**config.mk**
```make
export PLATFORM = sky130hd
export DESIGN_NAME = booth_mul_arbiter
export DESIGN_NICKNAME = d
export VERILOG_FILES = /design/src/rtl/booth_arb_pkg.sv /design/src/rtl/booth_arb_rr.sv /design/src/rtl/booth_mul_arbiter.sv
export SDC_FILE = /design/constraint.sdc
export NUM_CORES = 1
export LEC_CHECK = 0
export BUFFER_PORTS_ARGS = -buffer_cell sky130_fd_sc_hd__buf_2
export CAP_MARGIN = 40
export CORE_MARGIN = 5
export CORE_UTILIZATION = 50
export DETAILED_ROUTE_END_ITERATION = 16
export PLACE_DENSITY = 0.82
export REMOVE_ABC_BUFFERS = 1
export SETUP_SLACK_MARGIN = 0.05
export SLEW_MARGIN = 20
export SYNTH_ARGS = -nofsm -noshare
export SYNTH_HDL_FRONTEND = slang
export SYNTH_SLANG_ARGS = --single-unit
export TNS_END_PERCENT = 20
```
**constraint.sdc**
```tcl
create_clock -name clk -period 3.6 [get_ports clk]
set_input_delay 0.72 -clock clk [delete_from_list [all_inputs] [get_ports clk]]
set_output_delay 0.72 -clock clk [all_outputs]
set_load 0.03 [all_outputs]
```
**src/rtl/booth_arb_pkg.sv**
```systemverilog
// Shared types and default sizing for the Booth multiplier arbiter.
package booth_arb_pkg;

    localparam int DEF_WIDTH   = 4;
    localparam int DEF_TIMEOUT = 32;

    typedef enum logic [1:0] {
        IDLE  = 2'd0,
        START = 2'd1,
        WAIT  = 2'd2,
        DONE  = 2'd3
    } state_t;

endpackage

```
**src/rtl/booth_arb_rr.sv**
```systemverilog
// Two-way round-robin picker: on contention the requester not served last wins.
module booth_arb_rr (
    input  logic [1:0] req_valid,
    input  logic       last,
    output logic [1:0] grant
);

    // One-hot grant; a lone requester always wins, a tie goes away from 'last'.
    always_comb begin
        grant = 2'b00;
        case (req_valid)
            2'b01:   grant = 2'b01;
            2'b10:   grant = 2'b10;
            2'b11:   grant = last ? 2'b01 : 2'b10;
            default: grant = 2'b00;
        endcase
    end

endmodule

```
**src/rtl/booth_mul_arbiter.sv**
```systemverilog
// Shares one sequential Booth multiplier between two requesters. Accepts one
// request at a time, starts the multiplier, waits for a fresh done flag (or a
// timeout) and returns the product tagged with the owner's id.
module booth_mul_arbiter
    import booth_arb_pkg::*;
#(
    parameter int WIDTH   = DEF_WIDTH,
    parameter int TIMEOUT = DEF_TIMEOUT
) (
    input  logic                      clk,
    input  logic                      rst_n,
    input  logic [1:0]                req_valid,
    input  logic signed [WIDTH-1:0]   req_a0,
    input  logic signed [WIDTH-1:0]   req_b0,
    input  logic signed [WIDTH-1:0]   req_a1,
    input  logic signed [WIDTH-1:0]   req_b1,
    output logic [1:0]                req_ready,
    output logic                      rsp_valid,
    output logic                      rsp_id,
    output logic signed [2*WIDTH-1:0] rsp_result,
    output logic                      rsp_err,
    output logic                      mul_str,
    output logic signed [WIDTH-1:0]   mul_multiplicand,
    output logic signed [WIDTH-1:0]   mul_multiplier,
    input  logic                      mul_valid,
    input  logic signed [2*WIDTH-1:0] mul_result
);

    localparam int                CNT_W    = (TIMEOUT > 1) ? $clog2(TIMEOUT) : 1;
    localparam logic [CNT_W-1:0]  CNT_LAST = CNT_W'(TIMEOUT - 1);

    state_t                    state;
    state_t                    state_nxt;
    logic [1:0]                grant;
    logic                      last;
    logic                      owner;
    logic signed [WIDTH-1:0]   op_a;
    logic signed [WIDTH-1:0]   op_b;
    logic                      armed;
    logic [CNT_W-1:0]          cnt;
    logic                      done_hit;
    logic                      tmo_hit;

    booth_arb_rr u_rr (
        .req_valid (req_valid),
        .last      (last),
        .grant     (grant)
    );

    // A done flag only counts once it has been seen low during this WAIT.
    assign done_hit = armed & mul_valid;
    assign tmo_hit  = (cnt == CNT_LAST);

    assign mul_multiplicand = op_a;
    assign mul_multiplier   = op_b;

    // State register.
    always_ff @(posedge clk or negedge rst_n) begin
        if (!rst_n) state <= IDLE;
        else        state <= state_nxt;
    end

    // Next-state logic; completion is tested before timeout so it wins a tie.
    always_comb begin
        state_nxt = state;
        case (state)
            IDLE:    if (|req_valid) state_nxt = START;
            START:   state_nxt = WAIT;
            WAIT:    if (done_hit || tmo_hit) state_nxt = DONE;
            DONE:    state_nxt = IDLE;
            default: state_nxt = IDLE;
        endcase
    end

    // Decoded control pulses; req_ready is held low while reset is asserted.
    always_comb begin
        req_ready = 2'b00;
        mul_str   = 1'b0;
        rsp_valid = 1'b0;
        case (state)
            IDLE:    if (rst_n) req_ready = grant;
            START:   mul_str = 1'b1;
            DONE:    rsp_valid = 1'b1;
            default: ;
        endcase
    end

    // Operand latch, WAIT bookkeeping, response registers and round-robin record.
    always_ff @(posedge clk or negedge rst_n) begin
        if (!rst_n) begin
            owner      <= 1'b0;
            op_a       <= '0;
            op_b       <= '0;
            armed      <= 1'b0;
            cnt        <= '0;
            rsp_id     <= 1'b0;
            rsp_result <= '0;
            rsp_err    <= 1'b0;
            last       <= 1'b1;
        end else begin
            case (state)
                IDLE: begin
                    if (|req_valid) begin
                        owner <= grant[1];
                        op_a  <= grant[1] ? req_a1 : req_a0;
                        op_b  <= grant[1] ? req_b1 : req_b0;
                    end
                end
                START: begin
                    armed <= 1'b0;
                    cnt   <= '0;
                end
                WAIT: begin
                    if (!mul_valid) armed <= 1'b1;
                    if (!tmo_hit)   cnt   <= cnt + CNT_W'(1);
                    if (done_hit) begin
                        rsp_id     <= owner;
                        rsp_result <= mul_result;
                        rsp_err    <= 1'b0;
                    end else if (tmo_hit) begin
                        rsp_id     <= owner;
                        rsp_result <= '0;
                        rsp_err    <= 1'b1;
                    end
                end
                DONE: begin
                    last <= owner;
                end
                default: ;
            endcase
        end
    end

endmodule

```
After elaboration in Yosys (flattened, before gate mapping). Index checks and enable logic that the tools add are counted.

$add $sub $neg: 1. Multipliers: 0. Divide/modulo/power cells: 0. Magnitude comparators: 0. Equality and inequality tests: 11. Shifts and indexed selects: 0. Muxes and demuxes: 21. Bitwise operators: 1. Reductions and logical operators: 10.

Operators with widths (number): 8-bit 2-to-1 mux (2); 2-bit 2-to-1 mux (5); 5-bit one-hot mux with 2 select lines (1); 2-bit AND reduction (5); 2-bit equality test (second input constant) (4); 4-bit 2-to-1 mux (2); 2-bit != test (second input constant) (4); 2-bit one-hot mux with 4 select lines (1); 1-bit 2-to-1 mux (7); 2-bit one-hot mux with 3 select lines (1); 5-bit by 1-bit adder with 5-bit output (second input constant) (1); 5-bit equality test (second input constant) (1); 5-bit 2-to-1 mux (1); 2-bit by 1-bit equality test with 1-bit output (second input constant) (2); 2-bit nonzero test (2); 2-bit zero test (1); 1-bit one-hot mux with 2 select lines (1); 2-bit OR reduction (1); 1-bit AND (1); 1-bit logical OR (1).

Register bits: 28. Latch bits: 0. RAM bits: 0. ROM bits: 0. Input bits: 29. Output and inout bits: 22. Logic and storage cells: 54. Memories kept: 0.

Logic depth before layout (Yosys ltp). Gate-level depths: netlist of run 1.

Depth in word-level cells: 4. Gate-level depth with buffers: 6.

Modules after synthesis. From an unflattened synthesis of run 1, not the netlist that was laid out.

Cells, all modules: 113. Area, all modules: 1318.8 um^2.

Modules (own cells, without submodules): booth_mul_arbiter (instances 1, cells each 110, area an instance 1300.0 um^2, sequential area each 701.9 um^2); booth_arb_rr (instances 1, cells each 3, area an instance 18.8 um^2, sequential area each 0.0 um^2).

Worst setup path after synthesis of run 1. OpenSTA, ideal clock, no wires.

Path kind: input-to-output. From: in req_valid[1]. To: out req_ready[0]. Data arrival time: 1.541 ns. Path slack: 1.339 ns. Stages: 2. Buffers on the path: 0. Cells stage by stage: nor2b_1 > nor3_1.

Longest elaborated chain between the ends: 4.

Ends and longest elaborated chain: from (decl) (line booth_mul_arbiter.sv:12) `input logic [1:0] req_valid,`; 2-bit equality test / 2-bit by 1-bit equality test with 1-bit output (equally long branches) (line booth_arb_rr.sv:11) `case (req_valid)`; 2-bit one-hot mux with 3 select lines * (line booth_arb_rr.sv:11); 2-bit 2-to-1 mux * (line booth_mul_arbiter.sv:81) `IDLE: if (rst_n) req_ready = grant;`; 2-bit 2-to-1 mux * (line booth_mul_arbiter.sv:80) `case (state)`; to (decl) (line booth_mul_arbiter.sv:17) `output logic [1:0] req_ready,`.

Every way passes the cells marked *; elsewhere a longest branch is shown, timed or not.

Worst setup path after layout of run 1.
From: reg state[1]. To: out req_ready[1].

Longest elaborated chain between the ends: 2.

Ends and longest elaborated chain: from (decl) (line booth_mul_arbiter.sv:32) `state_t state;`; from (signal assigned) (line booth_mul_arbiter.sv:60) `else state <= state_nxt;`; 2-bit zero test (line booth_mul_arbiter.sv:80); 2-bit 2-to-1 mux (line booth_mul_arbiter.sv:80).

Every way passes these cells.

==> flow_summary.toml, run 1 <==
[drt]
drtAntennaViolNets = 0
wl_met3_um = 230
wl_um = 2778
wl_met1_um = 1150
drcViolationCount = 0
via_count = 1007
vias_per_cell = 5.328
dr_wl_met2_um = 1365
top_layer_used = "met4"
dr.pass1.iters = 4
wl_per_cell_um = 14.70
drt-initial-drc-count = 30

[clock_tree]
ctsHoldBuffers = 0
tritoncts = "built"
cts.sinks = 28
clk_pin_slew_ps = 140
clock_latency_ps = 320
cts_resized = 0
post_cts_buffers = 0
cts_max_level = 1
numCtsBuffers = 3
cts_buffer_depth = 2
clock-root-buffer = "clkbuf_4"

[global_route]
grt_max_degree = 29
track_usage_pct = 15.76
grt_pass1_vias = 988
grt_overflow = 0
grt_first_pass_wirelength_um = 4374
antenna_found_initial = 0

[critical_path]
critPathCaptureType = "output port"
worstSetupPathType = "flip-flop to output port"
reg2reg_to = "rsp_id$_DFFE_PN0P_"
rrSetupSlack_ps = 1670
critPathLaunchType = "flip-flop"
critPathSlowestCell = "dfrtp_1"
timing.rr.start = "cnt[0]$_DFFE_PN0P_"
cp.arrival_ps = 1810
slowest_delay_ps = 440
worstPathRequired_ps = 2880
cp_max_fo = 10
cp_cell_sequence = "inv_1 -> ha_1 -> nand3_1 -> nor2_1 -> buf_2"
r2r_cells = 5

[synthesis]
yosysTopAreaCell = "dfrtp_1"
synth_common_cells = "dfrtp_1, a22o_1, inv_1"
synth_edf_count = 0
synth_ff_type = "dfrtp_1"
synth.most_common_cell = "dfrtp_1"
netlist_area_mm2 = 0.001306
synth-seq-cells = 28
ys_async_sr_fraction_pct = 100.0
synthTopCellsByArea = "dfrtp_1, o221a_2, a22o_1"
ys_types = 30
yosysWarnings = 0
synth_top_area_share_pct = 51.72
synth_seq_area_share_pct = 53.74
syn-instance-count = 107
avgSynthCellArea_um2 = 12.21

[run_status]
status = "finished clean"

[die]
initial_core_util_pct = 52.73
dieWidth_um = 61.11
row_count = 18
coreArea_mm2 = 0.002477
dieArea_mm2 = 0.003734
ios = 51
chipHeight_um = 61.11

[cells_and_area]
num_antenna_cells = 0
layout.nets = 195
fin_util_pct = 65.40
drive_above_1_share_pct = 45.28
syn_to_final_growth_pct = 24.04

[sta]
max_freq_ghz = 0.3955
tightest_slew_ps = 527.6
skew_ps = 5.770
rsz0062_at_grt = "false"
finalSetupViolations = 0
post-route-period-util_pct = 70.23
finalWorstSetupSlack_ps = 1072
finalHoldViolCount = 0
finalHoldWorstSlack_ps = 394.6
min_period_ps = 2528
tns_ps = 0
relSlewSlack_pct = 64.75
slew_violations = 0

[hold_path]
hold_path_class = "primary input to async pin"

[power]
p_sw_share_pct = 43.94
pwr-share-seq_pct = 37.4
clkPwrFrac_pct = 10.0
power.density_mw_per_mm2 = 908.2
p_sw_mw = 0.6466
p_int_mw = 0.8249
p_leak_nw = 0.8230
ir_drop_mv = 0.5806
pwr-share-comb_pct = 52.6

[job]
max_cap_viol_count = 0

[placed_design]
place_ws_ps = 1335
place.gp.congestion = 0.7955
port_buffers = 50
dpl.hpwl_um = 2191
[worst max path at each step]
| stage | slack [ps] | endpoint | startpoint |
|---|---|---|---|
| 2_1_floorplan | 1340 | req_ready[0] | req_valid[1] |
| 3_3_place_gp | 1360 | req_ready[1] | req_valid[0] |
| 3_5_place_dp | 1330 | req_ready[1] | req_valid[0] |
| 4_1_cts | 1050 | req_ready[1] | state[1]$_DFFE_PN0P_ |
| 5_1_grt | 910 | req_ready[1] | state[1]$_DFFE_PN0P_ |
| 6_report | 1070 | req_ready[1] | state[1]$_DFFE_PN0P_ |
[critical path: cells and delay by family, from the launching register on]
family	cells	cell delay, ps
and+or+nand+nor	2	480
buffers and inverters	2	310
DFF	1	440
adders and majority gates	1	260
[logic make-up after synthesis]
logic type                 Yosys count  synth area share (%)
DFF                                 28                 53.74
muxes                                5                 4.214
adders and majority gates            6                 5.747
buffers and inverters               12                 3.927
and+or+nand+nor                     27                 12.36
AOI/OAI and AO/OA                   29                 20.02
[cell type report]
type	count	area, um^2
clock buffer	4	36.28
inverter	9	33.78
timing repair buffer	51	257.7
multi-input combinational	67	553.0
sequential	28	701.9
fill	213	857.1
tap	30	37.54
[sequential cells by signal (all words and copies together) (netlist names)]
register / cells
rsp_result: 8
cnt: 5
mul_multiplicand: 4
mul_multiplier: 4
state: 2
armed: 1
last: 1
owner: 1
rsp_err: 1
rsp_id: 1
[power by group through the flow]
stage                     combinational [mW]  sequential [mW]  clock (mW)
final                                  0.775            0.550       0.147
after global routing                   0.842            0.570       0.171
after CTS                              0.785            0.552       0.153
after detailed placement               0.781            0.557           0
after global placement                 0.761            0.548           0
after floorplan                        0.387            0.734           0
[layout by cell type, fill, tap and decap left out, drive strengths merged]
master | Yosys | routed
ha | 6 | 6
inv | 9 | 9
o221a | 8 | 8
a22o | 9 | 9
nand3 | 1 | 1
mux2i | 1 | 1
o22ai | 2 | 2
nand2b | 2 | 2
nand2 | 5 | 5
o21ai | 1 | 1
nand4b | 1 | 1
mux2 | 4 | 4
and2 | 1 | 1
dfrtp | 27 | 27
o22a | 1 | 1
a21o | 2 | 2
or3 | 8 | 8
a2bb2oi | 1 | 1
dfstp | 1 | 1
a21oi | 5 | 5
buf | 1 | 51
and3 | 2 | 2
nor2b | 2 | 2
clkbuf | 2 | 4
nor2 | 3 | 3
nor3b | 1 | 1
nor3 | 1 | 1
[routing by layer]
| layer | up-vias | global-route usage, % |
|---|---|---|
| met5 | - | 0 |
| met4 | 0 | 5.573 |
| met3 | 4 | 2.725 |
| met2 | 35 | 25.08 |
| met1 | 467 | 21.76 |
| li1 | 501 | - |
[per-stage QoR]
step | instance area [um^2] | instances | total power [mW]
after CTS | 1620 | 189 | 1.491
after detailed placement | 1584 | 185 | 1.338
after global placement | 1584 | 185 | 1.309
final | 1620 | 189 | 1.472
after global routing | 1620 | 189 | 1.584
after floorplan | 1289 | 104 | 1.121
Note: power is estimated with default switching activity, not from simulation.
==> run 2, diff against run 1 <==
--- a/config.mk
+++ b/config.mk
@@ -8,9 +8,9 @@
 export BUFFER_PORTS_ARGS = -buffer_cell sky130_fd_sc_hd__buf_2
 export CAP_MARGIN = 40
 export CORE_MARGIN = 5
-export CORE_UTILIZATION = 50
+export CORE_UTILIZATION = 47
 export DETAILED_ROUTE_END_ITERATION = 16
-export PLACE_DENSITY = 0.82
+export PLACE_DENSITY = 0.77
 export REMOVE_ABC_BUFFERS = 1
 export SETUP_SLACK_MARGIN = 0.05
 export SLEW_MARGIN = 20
==> constraint.sdc (replaced) <==
create_clock -name clk -period 2.46 [get_ports clk]
set_input_delay 0.492 -clock clk [delete_from_list [all_inputs] [get_ports clk]]
set_output_delay 0.492 -clock clk [all_outputs]
set_load 0.03 [all_outputs]
==> run 2 against run 1 <==
Effect of this change: global-route usage is 0.34 points lower; clock skew is 0.68 ps higher; critical path depth stayed put; first-iteration DRC count is 23% higher; largest cell class unchanged; flip-flop and latch count stayed put; count of clock-buffer cells in the layout is 1 lower.
==> flow_summary.toml, run 2 (same netlist as run 1, synthesis figures left out) <==
[clock_tree]
cts_max_level = 1
post_cts_buffers = 0
clock_latency_ps = 330
cts_buffer_depth = 2
clock-root-buffer = "clkbuf_4"
cts_resized = 0
numCtsBuffers = 3
cts.sinks = 28
clk_pin_slew_ps = 150
ctsHoldBuffers = 0
tritoncts = "built"

[power]
p_leak_nw = 0.8343
clkPwrFrac_pct = 13.4
pwr-share-seq_pct = 35.6
p_sw_share_pct = 42.92
pwr-share-comb_pct = 51.0
p_int_mw = 1.286
total_power_mw = 2.253
p_sw_mw = 0.9672
ir_drop_mv = 0.8680
power.density_mw_per_mm2 = 1370

[critical_path]
cp.arrival_ps = 1720
critPathCaptureType = "output port"
critPathLaunchType = "flip-flop"
cp_max_fo = 10
cp_cell_sequence = "inv_1 -> ha_1 -> nand2_2 -> nor3_1 -> buf_2"
slowest_delay_ps = 450
worstSetupPathType = "flip-flop to output port"
critPathSlowestCell = "dfrtp_1"
worstPathRequired_ps = 1970

[global_route]
grt_pass1_vias = 1099
grt_first_pass_wirelength_um = 4947
grt_max_degree = 29
track_usage_pct = 15.41
grt_overflow = 0
antenna_found_initial = 0

[drt]
via_count = 1041
wl_um = 2837
drt-initial-drc-count = 37
wl_per_cell_um = 14.85
drtAntennaViolNets = 0
dr.pass1.iters = 4
drcViolationCount = 0
vias_per_cell = 5.450

[die]
row_count = 19
dieArea_mm2 = 0.003934
chipHeight_um = 62.72
dieWidth_um = 62.72
coreArea_mm2 = 0.002710
ios = 51
initial_core_util_pct = 48.20

[hold_path]
hold_path_class = "primary input to async pin"

[cells_and_area]
drive_above_1_share_pct = 45.63
largest_reg_flops = 8
layout.nets = 196
num_antenna_cells = 0
reg_top3 = "rsp_result (8), cnt (5)"
nFillCells = 238
final_cell_mix = "buf_2, dfrtp_1, inv_1, a22o_1"
syn_to_final_growth_pct = 25.96
post_layout_nonfiller_instances = 191
largest-register = "rsp_result"
design_area_mm2 = 0.001645
layout_commonest_cell = "buf_2"
fin_util_pct = 60.71

[placed_design]
place.gp.congestion = 0.7266
dpl.cell_count = 187
port_buffers = 50
placed_area_mm2 = 0.001593
dpl.hpwl_um = 2232

[sta]
tns_ps = 0
skew_ps = 6.445
finalHoldViolCount = 0
post-route-period-util_pct = 89.90
finalSetupViolations = 0
rsz0062_at_grt = "false"
relSlewSlack_pct = 58.69
slew_violations = 0
min_period_ps = 2211
tightest_slew_ps = 618.4
max_freq_ghz = 0.4522

[run_status]
status = "finished clean"

[job]
max_cap_viol_count = 0
run 2: cell types whose count changed in the layout (fill, tap and decap cells not counted):
cell,delta
buf_4,+1
bufinv_16,+1
clkbuf_8,-1
run 2: worst max-delay path: cells and delay by family (launching register included):
family | cells | cell delay (ps)
DFF | 1 | 450
and+or+nand+nor | 2 | 350
buffers and inverters | 2 | 330
adders and majority gates | 1 | 270
run 2: path summary, 6_finish.rpt:
check	start	endpoint	slack, ps	cells past startpoint
min reg2reg	rsp_result[5]$_DFFE_PN0P_	rsp_result[5]$_DFFE_PN0P_	520	1
max reg2reg	cnt[0]$_DFFE_PN0P_	state[1]$_DFFE_PN0P_	580	6
min	rst_n	rsp_id$_DFFE_PN0P_	170	2
max	state[0]$_DFFE_PN0P_	req_ready[0]	250	5
min in group clk	mul_valid	armed$_DFFE_PN0P_	350	2
max in group asynchronous	rst_n	last$_DFFE_PN1P_	1990	2
run 2: per-layer routing:
layer  vias to the layer above  global-route usage (%)  routed length (um)
met5                         -                       0                   0
met4                         0                   5.570                  43
met3                         4                   4.676                 249
met2                        41                   24.87                1289
met1                       494                   19.43                1255
li1                        502                       -                   -
run 2: final cells by class:
class | count | area (um^2) | share of cell area (%)
clock inverters | 1 | 30.03 | 1.825
repair buffers | 52 | 265.3 | 16.12
multi-input cells | 67 | 553.0 | 33.61
inverters | 9 | 33.78 | 2.053
well taps | 31 | 38.79 | 2.357
flip-flops and latches | 28 | 701.9 | 42.66
clock buffers | 3 | 22.52 | 1.369
run 2: metrics by stage:
stage	setup slack [ps]	hold slack, ps
2_1_floorplan	448.4	196.4
3_3_place_gp	653.8	483.5
3_5_place_dp	589.2	486.6
4_1_cts	240.3	170.3
5_1_grt	131.9	180.9
6_report	248.5	171.5
run 2: power by group through the flow:
stage | combinational, mW | sequential, mW | clock (mW)
after floorplan | 0.567 | 1.07 | 0
after global placement | 1.12 | 0.802 | 0
after detailed placement | 1.17 | 0.812 | 0
after CTS | 1.17 | 0.805 | 0.309
after global routing | 1.25 | 0.831 | 0.326
final | 1.15 | 0.803 | 0.301
